--- src/rtl/picorv32_dv_pkg.sv ---
// rtl/picorv32_dv_pkg.sv - shared types, failure codes and defaults for the PicoRV32 test wrapper
package picorv32_dv_pkg;

    localparam logic [31:0] RESET_PC_DEFAULT       = 32'h8000_0000;
    localparam logic [31:0] TOHOST_ADDR_DEFAULT    = 32'h8000_1000;
    localparam int unsigned TIMEOUT_CYCLES_DEFAULT = 1_000_000;

    localparam logic [31:0] FAIL_TRAP    = 32'hBAD0_0001;
    localparam logic [31:0] FAIL_TIMEOUT = 32'hBAD0_0002;

    typedef enum logic [1:0] {
        ST_IDLE,
        ST_RUN,
        ST_DONE
    } top_state_t;

    typedef enum logic [1:0] {
        BR_IDLE,
        BR_IFETCH,
        BR_DREQ,
        BR_RESP
    } br_state_t;

endpackage

--- src/rtl/picorv32.sv ---
// rtl/picorv32.sv - compact RV32I-subset core (LUI, ADDI, JAL, LW, SW) on the picorv32 native memory port
// Ports: clk, resetn (sync, active low), trap, mem_valid/mem_instr/mem_ready,
//        mem_addr, mem_wdata, mem_wstrb, mem_rdata.
module picorv32 #(
    parameter bit          ENABLE_TRAP    = 1'b1,
    parameter logic [31:0] PROGADDR_RESET = 32'h0000_0000
) (
    input  logic        clk,
    input  logic        resetn,
    output logic        trap,
    output logic        mem_valid,
    output logic        mem_instr,
    input  logic        mem_ready,
    output logic [31:0] mem_addr,
    output logic [31:0] mem_wdata,
    output logic [3:0]  mem_wstrb,
    input  logic [31:0] mem_rdata
);

    localparam logic [1:0] C_FETCH = 2'd0;
    localparam logic [1:0] C_EXEC  = 2'd1;
    localparam logic [1:0] C_MEM   = 2'd2;
    localparam logic [1:0] C_HALT  = 2'd3;

    localparam logic [6:0] OP_LUI    = 7'b0110111;
    localparam logic [6:0] OP_IMM    = 7'b0010011;
    localparam logic [6:0] OP_JAL    = 7'b1101111;
    localparam logic [6:0] OP_LOAD   = 7'b0000011;
    localparam logic [6:0] OP_STORE  = 7'b0100011;

    logic [1:0]  cstate;
    logic [31:0] pc;
    logic [31:0] insn;
    logic [31:0] regs [0:31];

    logic [6:0]  opcode;
    logic [2:0]  funct3;
    logic [4:0]  rd, rs1, rs2;
    logic [31:0] rs1_val, rs2_val, imm_i, imm_s, imm_j;
    logic        legal;
    logic        rf_we;
    logic [31:0] rf_wdata;

    assign opcode  = insn[6:0];
    assign funct3  = insn[14:12];
    assign rd      = insn[11:7];
    assign rs1     = insn[19:15];
    assign rs2     = insn[24:20];
    assign rs1_val = (rs1 == 5'd0) ? 32'd0 : regs[rs1];
    assign rs2_val = (rs2 == 5'd0) ? 32'd0 : regs[rs2];
    assign imm_i   = {{20{insn[31]}}, insn[31:20]};
    assign imm_s   = {{20{insn[31]}}, insn[31:25], insn[11:7]};
    assign imm_j   = {{12{insn[31]}}, insn[19:12], insn[20], insn[30:21], 1'b0};

    assign legal = (opcode == OP_LUI) || (opcode == OP_JAL) ||
                   ((opcode == OP_IMM) && (funct3 == 3'b000)) ||
                   ((opcode == OP_LOAD || opcode == OP_STORE) && (funct3 == 3'b010));

    // Writeback happens either in EXEC (ALU/jump link) or when a load completes.
    always_comb begin
        rf_we    = 1'b0;
        rf_wdata = 32'd0;
        if (resetn && cstate == C_EXEC) begin
            if (opcode == OP_LUI) begin
                rf_we    = 1'b1;
                rf_wdata = {insn[31:12], 12'd0};
            end else if (opcode == OP_IMM && funct3 == 3'b000) begin
                rf_we    = 1'b1;
                rf_wdata = rs1_val + imm_i;
            end else if (opcode == OP_JAL) begin
                rf_we    = 1'b1;
                rf_wdata = pc + 32'd4;
            end
        end else if (resetn && cstate == C_MEM && mem_ready && mem_wstrb == 4'd0) begin
            rf_we    = 1'b1;
            rf_wdata = mem_rdata;
        end
    end

    always_ff @(posedge clk) begin
        if (rf_we && rd != 5'd0) begin
            regs[rd] <= rf_wdata;
        end
    end

    always_ff @(posedge clk) begin
        if (!resetn) begin
            cstate    <= C_FETCH;
            pc        <= PROGADDR_RESET;
            insn      <= 32'd0;
            trap      <= 1'b0;
            mem_valid <= 1'b0;
            mem_instr <= 1'b0;
            mem_addr  <= 32'd0;
            mem_wdata <= 32'd0;
            mem_wstrb <= 4'd0;
        end else begin
            case (cstate)
                C_FETCH: begin
                    if (!mem_valid) begin
                        mem_valid <= 1'b1;
                        mem_instr <= 1'b1;
                        mem_addr  <= pc;
                        mem_wstrb <= 4'd0;
                    end else if (mem_ready) begin
                        mem_valid <= 1'b0;
                        mem_instr <= 1'b0;
                        insn      <= mem_rdata;
                        cstate    <= C_EXEC;
                    end
                end
                C_EXEC: begin
                    if (!legal && ENABLE_TRAP) begin
                        trap   <= 1'b1;
                        cstate <= C_HALT;
                    end else if (opcode == OP_LOAD || opcode == OP_STORE) begin
                        mem_valid <= 1'b1;
                        mem_instr <= 1'b0;
                        mem_addr  <= (opcode == OP_LOAD) ? rs1_val + imm_i : rs1_val + imm_s;
                        mem_wdata <= rs2_val;
                        mem_wstrb <= (opcode == OP_STORE) ? 4'hF : 4'h0;
                        cstate    <= C_MEM;
                    end else begin
                        pc     <= (opcode == OP_JAL) ? pc + imm_j : pc + 32'd4;
                        cstate <= C_FETCH;
                    end
                end
                C_MEM: begin
                    if (mem_ready) begin
                        mem_valid <= 1'b0;
                        mem_wstrb <= 4'd0;
                        pc        <= pc + 32'd4;
                        cstate    <= C_FETCH;
                    end
                end
                default: cstate <= C_HALT;
            endcase
        end
    end

endmodule

--- src/rtl/picorv32_mem_bridge.sv ---
// rtl/picorv32_mem_bridge.sv - native memory port to split imem/dmem bridge with tohost decode
// Ports: clk, rst_n (async, active low), run, core native port (mem_*),
//        tohost_hit/tohost_data to the wrapper, imem_* and dmem_* to test memory.
module picorv32_mem_bridge
    import picorv32_dv_pkg::*;
#(
    parameter logic [31:0] TOHOST_ADDR = TOHOST_ADDR_DEFAULT
) (
    input  logic        clk,
    input  logic        rst_n,
    input  logic        run,
    input  logic        mem_valid,
    input  logic        mem_instr,
    input  logic [31:0] mem_addr,
    input  logic [31:0] mem_wdata,
    input  logic [3:0]  mem_wstrb,
    output logic        mem_ready,
    output logic [31:0] mem_rdata,
    output logic        tohost_hit,
    output logic [31:0] tohost_data,
    output logic [31:0] imem_addr,
    input  logic [31:0] imem_rdata,
    output logic        imem_en,
    output logic [31:0] dmem_addr,
    input  logic [31:0] dmem_rdata,
    output logic [31:0] dmem_wdata,
    output logic [3:0]  dmem_wstrb,
    output logic        dmem_en,
    input  logic        dmem_ready
);

    br_state_t br_state;
    logic      rsp_instr;
    logic      is_tohost;

    assign is_tohost   = mem_valid && !mem_instr && (mem_wstrb != 4'd0) && (mem_addr == TOHOST_ADDR);
    assign tohost_hit  = run && (br_state == BR_IDLE) && is_tohost;
    assign tohost_data = mem_wdata;
    assign mem_ready   = (br_state == BR_RESP);
    assign mem_rdata   = rsp_instr ? imem_rdata : dmem_rdata;

    always_ff @(posedge clk or negedge rst_n) begin
        if (!rst_n) begin
            br_state   <= BR_IDLE;
            rsp_instr  <= 1'b0;
            imem_en    <= 1'b0;
            imem_addr  <= 32'd0;
            dmem_en    <= 1'b0;
            dmem_addr  <= 32'd0;
            dmem_wdata <= 32'd0;
            dmem_wstrb <= 4'd0;
        end else if (!run && br_state != BR_RESP) begin
            // Core is held in reset: abandon any request and park the outputs at zero.
            // A pending RESP still completes so the tohost ack is not lost.
            br_state   <= BR_IDLE;
            rsp_instr  <= 1'b0;
            imem_en    <= 1'b0;
            imem_addr  <= 32'd0;
            dmem_en    <= 1'b0;
            dmem_addr  <= 32'd0;
            dmem_wdata <= 32'd0;
            dmem_wstrb <= 4'd0;
        end else begin
            case (br_state)
                BR_IDLE: begin
                    if (mem_valid) begin
                        if (mem_instr) begin
                            imem_en   <= 1'b1;
                            imem_addr <= {mem_addr[31:2], 2'b00};
                            rsp_instr <= 1'b1;
                            br_state  <= BR_IFETCH;
                        end else if (is_tohost) begin
                            rsp_instr <= 1'b0;
                            br_state  <= BR_RESP;
                        end else begin
                            dmem_en    <= 1'b1;
                            dmem_addr  <= {mem_addr[31:2], 2'b00};
                            dmem_wdata <= mem_wdata;
                            dmem_wstrb <= mem_wstrb;
                            rsp_instr  <= 1'b0;
                            br_state   <= BR_DREQ;
                        end
                    end
                end
                BR_IFETCH: begin
                    imem_en  <= 1'b0;
                    br_state <= BR_RESP;
                end
                BR_DREQ: begin
                    if (dmem_ready) begin
                        dmem_en  <= 1'b0;
                        br_state <= BR_RESP;
                    end
                end
                default: br_state <= BR_IDLE;
            endcase
        end
    end

endmodule

--- src/rtl/picorv32_dv_wrapper.sv ---
// rtl/picorv32_dv_wrapper.sv - start/done/pass test harness around a PicoRV32 core with split memories
// Ports: clk, reset (async, active low), test_start/test_done/test_pass/test_result,
//        imem_addr/imem_rdata/imem_en, dmem_addr/dmem_rdata/dmem_wdata/dmem_wstrb/dmem_en/dmem_ready.
module picorv32_dv_wrapper
    import picorv32_dv_pkg::*;
#(
    parameter logic [31:0] RESET_PC       = RESET_PC_DEFAULT,
    parameter logic [31:0] TOHOST_ADDR    = TOHOST_ADDR_DEFAULT,
    parameter int unsigned TIMEOUT_CYCLES = TIMEOUT_CYCLES_DEFAULT
) (
    input  logic        clk,
    input  logic        reset,
    input  logic        test_start,
    output logic        test_done,
    output logic        test_pass,
    output logic [31:0] test_result,
    output logic [31:0] imem_addr,
    input  logic [31:0] imem_rdata,
    output logic        imem_en,
    output logic [31:0] dmem_addr,
    input  logic [31:0] dmem_rdata,
    output logic [31:0] dmem_wdata,
    output logic [3:0]  dmem_wstrb,
    output logic        dmem_en,
    input  logic        dmem_ready
);

    // Counter value seen during the last allowed run cycle.
    localparam logic [31:0] TIMEOUT_LAST = 32'(TIMEOUT_CYCLES - 1);

    top_state_t  state;
    logic        run;
    logic        core_resetn;
    logic [31:0] timeout_cnt;

    logic        core_trap;
    logic        mem_valid, mem_instr, mem_ready;
    logic [31:0] mem_addr, mem_wdata, mem_rdata;
    logic [3:0]  mem_wstrb;
    logic        tohost_hit;
    logic [31:0] tohost_data;

    assign run         = (state == ST_RUN);
    assign core_resetn = reset & run;

    always_ff @(posedge clk or negedge reset) begin
        if (!reset) begin
            state       <= ST_IDLE;
            timeout_cnt <= 32'd0;
            test_done   <= 1'b0;
            test_pass   <= 1'b0;
            test_result <= 32'd0;
        end else begin
            case (state)
                ST_IDLE, ST_DONE: begin
                    // Core reset is asserted throughout IDLE/DONE, so a restart from DONE
                    // always sees at least one reset cycle before RUN.
                    if (test_start) begin
                        state       <= ST_RUN;
                        timeout_cnt <= 32'd0;
                        test_done   <= 1'b0;
                        test_pass   <= 1'b0;
                        test_result <= 32'd0;
                    end
                end
                ST_RUN: begin
                    timeout_cnt <= timeout_cnt + 32'd1;
                    if (tohost_hit) begin
                        state       <= ST_DONE;
                        test_done   <= 1'b1;
                        test_pass   <= (tohost_data == 32'd1);
                        test_result <= tohost_data;
                    end else if (core_trap) begin
                        state       <= ST_DONE;
                        test_done   <= 1'b1;
                        test_pass   <= 1'b0;
                        test_result <= FAIL_TRAP;
                    end else if (timeout_cnt == TIMEOUT_LAST) begin
                        state       <= ST_DONE;
                        test_done   <= 1'b1;
                        test_pass   <= 1'b0;
                        test_result <= FAIL_TIMEOUT;
                    end
                end
                default: state <= ST_IDLE;
            endcase
        end
    end

    picorv32 #(
        .ENABLE_TRAP    (1'b1),
        .PROGADDR_RESET (RESET_PC)
    ) u_core (
        .clk       (clk),
        .resetn    (core_resetn),
        .trap      (core_trap),
        .mem_valid (mem_valid),
        .mem_instr (mem_instr),
        .mem_ready (mem_ready),
        .mem_addr  (mem_addr),
        .mem_wdata (mem_wdata),
        .mem_wstrb (mem_wstrb),
        .mem_rdata (mem_rdata)
    );

    picorv32_mem_bridge #(
        .TOHOST_ADDR (TOHOST_ADDR)
    ) u_bridge (
        .clk         (clk),
        .rst_n       (reset),
        .run         (run),
        .mem_valid   (mem_valid),
        .mem_instr   (mem_instr),
        .mem_addr    (mem_addr),
        .mem_wdata   (mem_wdata),
        .mem_wstrb   (mem_wstrb),
        .mem_ready   (mem_ready),
        .mem_rdata   (mem_rdata),
        .tohost_hit  (tohost_hit),
        .tohost_data (tohost_data),
        .imem_addr   (imem_addr),
        .imem_rdata  (imem_rdata),
        .imem_en     (imem_en),
        .dmem_addr   (dmem_addr),
        .dmem_rdata  (dmem_rdata),
        .dmem_wdata  (dmem_wdata),
        .dmem_wstrb  (dmem_wstrb),
        .dmem_en     (dmem_en),
        .dmem_ready  (dmem_ready)
    );

endmodule

--- config.mk ---
export PLATFORM = sky130hd
export DESIGN_NAME = picorv32_dv_wrapper
export DESIGN_NICKNAME = d
export VERILOG_FILES = /design/src/rtl/picorv32_dv_pkg.sv /design/src/rtl/picorv32.sv /design/src/rtl/picorv32_mem_bridge.sv /design/src/rtl/picorv32_dv_wrapper.sv
export SDC_FILE = /design/constraint.sdc
export NUM_CORES = 2
export LEC_CHECK = 0
export BUFFER_PORTS_ARGS = -buffer_cell sky130_fd_sc_hd__buf_2
export CORE_MARGIN = 4
export CORE_UTILIZATION = 55
export DETAILED_ROUTE_END_ITERATION = 16
export PLACE_DENSITY_LB_ADDON = 0.08
export SYNTH_ARGS = -nofsm -noshare
export SYNTH_HDL_FRONTEND = slang
export SYNTH_SLANG_ARGS = --single-unit
--- constraint.sdc ---
create_clock -name clk -period 11.3 [get_ports clk]
set_input_delay 0 -clock clk [delete_from_list [all_inputs] [get_ports clk]]
set_output_delay 0 -clock clk [all_outputs]
set_load 0.01 [all_outputs]
# Word-level counts from Yosys, hierarchy flattened
# Memories as Yosys holds them, arrays and structs flattened. A register that Yosys moved wholly into a read port is not among the register bits.
# Index checks and enable logic that the tools add are counted.
# op_classes
n_addsub,5
eq_ne,34
mux,110
n_bitwise,2
reduce_logical,56
# ops
cell,n
$mux W32,34
$pmux W32 S2,4
$add A32 B32 Y32,3
$mux W4,10
$mux W1,35
$add A32 B1 Y32 const B,1
$add A32 B3 Y32 const B,1
$eq A32 B1 Y1 const B,1
$eq A32 B20 Y1 const B,1
$eq A32 B32 Y1 const B,1
$mux W2,13
$mux W5,4
$reduce_and A4 Y1,5
$reduce_and A3 Y1,6
$ne A3 B3 Y1 const B,5
$eq A7 B6 Y1 const B,2
$logic_and A1 B1 Y1,13
$ne A2 B1 Y1 const B,6
$pmux W2 S3,2
$pmux W4 S3,1
$reduce_bool A2 Y1,6
$logic_not A5 Y1,2
$ne A2 B2 Y1 const B,5
$pmux W1 S2,5
23 further kinds,41
# totals
reg_bits,310
ramBits,1024
inputBits,68
out_inout_bits,136
wordCells,230
n_memories,1
# mem_list
name,words,width,read_ports,rd_ports_with_merged_regs,wr,line_no,source
u_core.regs,32,32,2,2,1,picorv32.sv:34,logic [31:0] regs [0:31];

# Logic depth before layout (Yosys ltp)
# logic_depth
depth_word,10
mapped_depth,23
ltp_nobuf,16

# By module
# A second synthesis with hierarchy kept.
# unflattened
cells_unflattened,4347
hier_area_um2,66458.7
# modules_own_cells
mod,instances,cells_per_inst,area_per_inst_um2,seq_area_each_um2
picorv32,1,3538,58174.5,33612.2
picorv32_mem_bridge,1,525,5072.4,2527.4
picorv32_dv_wrapper,1,284,3211.8,1701.6

# Worst setup path after synthesis
# No wires, ideal clock.
# synth_timing
path_kind,flip-flop to flip-flop
from,reg (tool-made name)
to,mem u_core.regs[0][12] (data pin)
setup_ns,0.454
arrival_ns,6.875
t_required_ns,10.846
setup_slack_ns,3.971
path_stages_with_launch,20
n_path_buf,6
synth_period_minus_slack_ns,7.329
cell_sequence,dfxtp_1 > buf_2 > buf_4 > buf_4 > buf_1 > clkbuf_1 > buf_1 > mux4_2 > mux4_2 > mux2i_1 > nor2_1 > ha_1 > fa_1 > a32oi_1 > a311oi_1 > a2111oi_4 > o21ai_1 > a21oi_2 > xor2_1 > o21ai_0
# synth_lines
item,line_no
to (decl),picorv32.sv:34

==> flow_summary.toml <==
[pwr]
cellPowerDensity_nw_per_um2 = 143.1
fin_total_pwr_mw = 10.63
max-vdd-ir-drop_mv = 0.1691
leakagePower_nw = 21.15

[drt]
dr_wl_met3_um = 19750
wl_per_cell_um = 32.44
initialDrtViolationCount = 5807
met1Wirelength_um = 78720
wl_met2_um = 97100
top_signal_layer_used = "met5"
drt_wirelength_um = 204900
ant_nets = 0
drcViolationCount = 0
vias_per_cell = 6.848
detailroute.via_count = 43240
dr.pass1.iters = 6

[timing]
finalSetupViolCount = 0
final.setup_skew_ns = 0.02737
whs_ns = 0.09455
worst_slew_margin_rel_pct = 12.87
max_slew.worst_pin.slew_ns = 1.307
report.final.slew_viol_count = 0
setup_repair_after_global_routing_missed_its_margin = "no"
max_freq_ghz = 0.1359
fin_crit_sh_pct = 65.11
timing.final.ws_setup_ns = 3.942
fin_setup_tns_ns = 0
fin_crit_ns = 7.358
timing.final.hold_violations = 0

[worst_setup_path]
critical-path-max-stage-delay_ns = 0.92
critPathCaptureType = "flip-flop"
worst-endpoint-required_ns = 11.70
path_class = "reg2reg"
reg2reg_to = "u_core.regs[21][28]"
worstPathBufferInverterCount = 3
slowest_stage = "sky130_fd_sc_hd__o21ai_2"
critical-path-top-delay-family = "compound AO/OA/AOI/OAI gates"
timing.reg2reg.setup_slack_ns = 3.94
worst-endpoint-arrival_ns = 7.75
cp_max_fo = 36
worst-path-stages = 15
setup.worst_path.end = "u_core.regs[21][28]"
startpoint_types = "flip-flop"
reg2regPathDepth = 15
critical_path.cell_chain = "buf_4 > buf_4 > mux4_2 > mux4_2 > mux2i_1 > nor2_1 > ha_1 > inv_1 > nor3_1 > a2111oi_4 > o21ai_1 > a21oi_2 > o21ai_0 > xnor2_1 > o21ai_2"

[yosys]
most_used_flip_flop_cell_after_synthesis = "sky130_fd_sc_hd__edfxtp_1"
post_synth_num_cell_types = 83
ys_async_sr_fraction_pct = 12.45
synth.cell_area_um2 = 65860
syn_area_per_cell_um2 = 15.09
seq_area_frac_synth_pct = 57.34
yosysWarningCount = 0
synth_edf_count = 1024
syn_inst = 4364
ys_seq_elements = 1333

[clocking]
clkLatencyLatePin_ns = 0.78
cts-root-buf = "sky130_fd_sc_hd__clkbuf_16"
postCtsSetupRepairBufs = 0
cts.reportedPaths.clkPinSlew_ns = 0.06
cts.sink_count = 1333
cts.repair.resized = 0
clock_tree.htree_level_count = 4
cts_tree = "built"
postCtsHoldBufs = 67
numCtsBuffers = 144
max-clock-path-buffers = 3

[finish]
layout.cells.most_common = "sky130_fd_sc_hd__edfxtp_1"
area_of_all_placed_cells_without_fillers_um2 = 74280
finish.cell_count_without_fillers = 6314
mostFrequentLayoutCells = "sky130_fd_sc_hd__edfxtp_1, sky130_fd_sc_hd__mux4_2, sky130_fd_sc_hd__nand2_1"
area.growth.synth_to_final_pct = 12.77
num-fill-cells = 8636
finished_core_util_pct = 62.73
fin_nets = 4733
layout-drive-gt1-share_pct = 27.29

[flow_run]
max_cap_viols = 0

[placed_design]
detailed_place_hpwl_um = 123300
buffers_added_on_ports = 199
place.gp.congestion = 0.9584
placement.cell_area_um2 = 68980
detailedPlace.worstSlack_ns = 4.014
placed_cells_incl_taps = 5978

[global_route]
grt-ovfl-total = 0
antenna_found_initial = 5
first_global_vias = 42310
grt_start_max_net_pins = 106
global_route_wire_length_before_repair_um = 297000
grtUsageTotal_pct = 32.70

[floorplanning]
rows = 126
die-area_um2 = 125300
die_width_um = 354.0
top_level_ports = 204
floorplan.initialDensity_pct = 55.63
die-height_um = 354.0
placeableCoreArea_um2 = 118400

[worst_hold_path]
hold_start = "imem_rdata[5]"
worstHoldPathType = "in2reg"

[status]
outcome = "finished clean"
worst min-delay path, cell delays in order:
cell and delay [ns]:
sky130_fd_sc_hd__buf_2 0.08, sky130_fd_sc_hd__mux2i_1 0.12, sky130_fd_sc_hd__o22ai_2 0.14, sky130_fd_sc_hd__buf_4 0.33
registers in the layout, indices dropped and copies added, names as in the netlist, 30 cells and up, named ones only:
signal and count:
test_result 32, u_bridge.dmem_addr 30, u_bridge.dmem_wdata 32, u_core.mem_addr 32, timeout_cnt 32, u_core.regs 1024, u_core.insn 32, u_core.mem_wdata 32
u_core.pc 31, u_bridge.imem_addr 30
cell families after synthesis:
kind of cell | share of synthesized area (%)
flops | 57.34
other cells | 0.005694
fa+ha+maj | 1.432
compound gates | 7.643
buf+inv | 2.189
simple gates | 6.349
mux | 23.78
xor+xnor | 1.263
power by group:
group          internal, mW  switching [mW]  total (mW)
logic                 0.194           0.522       0.715
registers              5.27          0.0604        5.33
clock network          2.62            1.96        4.58
layer usage:
| layer | up-vias | GRT usage (%) |
|---|---|---|
| met5 | - | 0 |
| met4 | 6 | 13.59 |
| met3 | 431 | 6.717 |
| met2 | 2409 | 51.73 |
| met1 | 22350 | 44.81 |
| li1 | 18050 | - |
worst min-delay path by stage:
| stage | slack [ns] | endpoint | cells after the start |
|---|---|---|---|
| floorplan | -0.30 | state[0] | 0 |
| global placement | 0.02 | u_bridge.dmem_addr[26] | 1 |
| detailed placement | 0.01 | u_bridge.dmem_addr[26] | 1 |
| CTS | 0.02 | u_core.insn[15] | 3 |
| global route | 0.07 | flip-flop | 3 |
| finish | 0.09 | u_core.regs[17][5] | 4 |
synthesized netlist by cell type, types with 16 or more instances:
| library cell | n | area share, % |
|---|---|---|
| sky130_fd_sc_hd__edfxtp_1 | 1024 | 47 |
| sky130_fd_sc_hd__mux4_2 | 630 | 22 |
| sky130_fd_sc_hd__nand2_1 | 358 | 2.0 |
| sky130_fd_sc_hd__nor2_1 | 279 | 1.6 |
| sky130_fd_sc_hd__clkbuf_1 | 246 | 1.4 |
| sky130_fd_sc_hd__a21oi_1 | 215 | 1.6 |
| sky130_fd_sc_hd__o21ai_0 | 180 | 1.4 |
| sky130_fd_sc_hd__dfrtp_1 | 166 | 6.3 |
| sky130_fd_sc_hd__dfxtp_1 | 143 | 4.3 |
| sky130_fd_sc_hd__mux2i_1 | 105 | 1.6 |
| sky130_fd_sc_hd__nand3_1 | 75 | 0.57 |
| sky130_fd_sc_hd__ha_1 | 69 | 1.3 |
| sky130_fd_sc_hd__xnor2_1 | 61 | 0.81 |
| sky130_fd_sc_hd__buf_1 | 55 | 0.31 |
| sky130_fd_sc_hd__a22oi_1 | 52 | 0.59 |
| sky130_fd_sc_hd__a211oi_1 | 49 | 0.56 |
| sky130_fd_sc_hd__nor3_1 | 47 | 0.36 |
| sky130_fd_sc_hd__a21o_1 | 46 | 0.52 |
| sky130_fd_sc_hd__inv_1 | 44 | 0.25 |
| sky130_fd_sc_hd__mux2_2 | 36 | 0.62 |
| sky130_fd_sc_hd__nand4_1 | 34 | 0.32 |
| sky130_fd_sc_hd__xor2_1 | 34 | 0.45 |
| sky130_fd_sc_hd__a31oi_1 | 32 | 0.30 |
| sky130_fd_sc_hd__a22o_1 | 28 | 0.37 |
| sky130_fd_sc_hd__nor4_1 | 28 | 0.27 |
| sky130_fd_sc_hd__o22ai_1 | 24 | 0.23 |
| sky130_fd_sc_hd__and3_1 | 17 | 0.16 |
| sky130_fd_sc_hd__o21ai_1 | 16 | 0.12 |
layout make-up:
| class | count | area [um2] | area share (%) |
|---|---|---|---|
| sequential | 1333 | 37800 | 50.89 |
| multi-input combinational | 2700 | 27200 | 36.62 |
| clock buffer | 194 | 4010 | 5.399 |
| timing repair buffer | 368 | 2516 | 3.388 |
| tap | 1600 | 2002 | 2.695 |
| clock inverter | 72 | 570.5 | 0.7682 |
| inverter | 46 | 175.2 | 0.2358 |
| antenna | 1 | 2.502 | 0.003369 |
No activity file was read; power rests on OpenSTA's default activity.
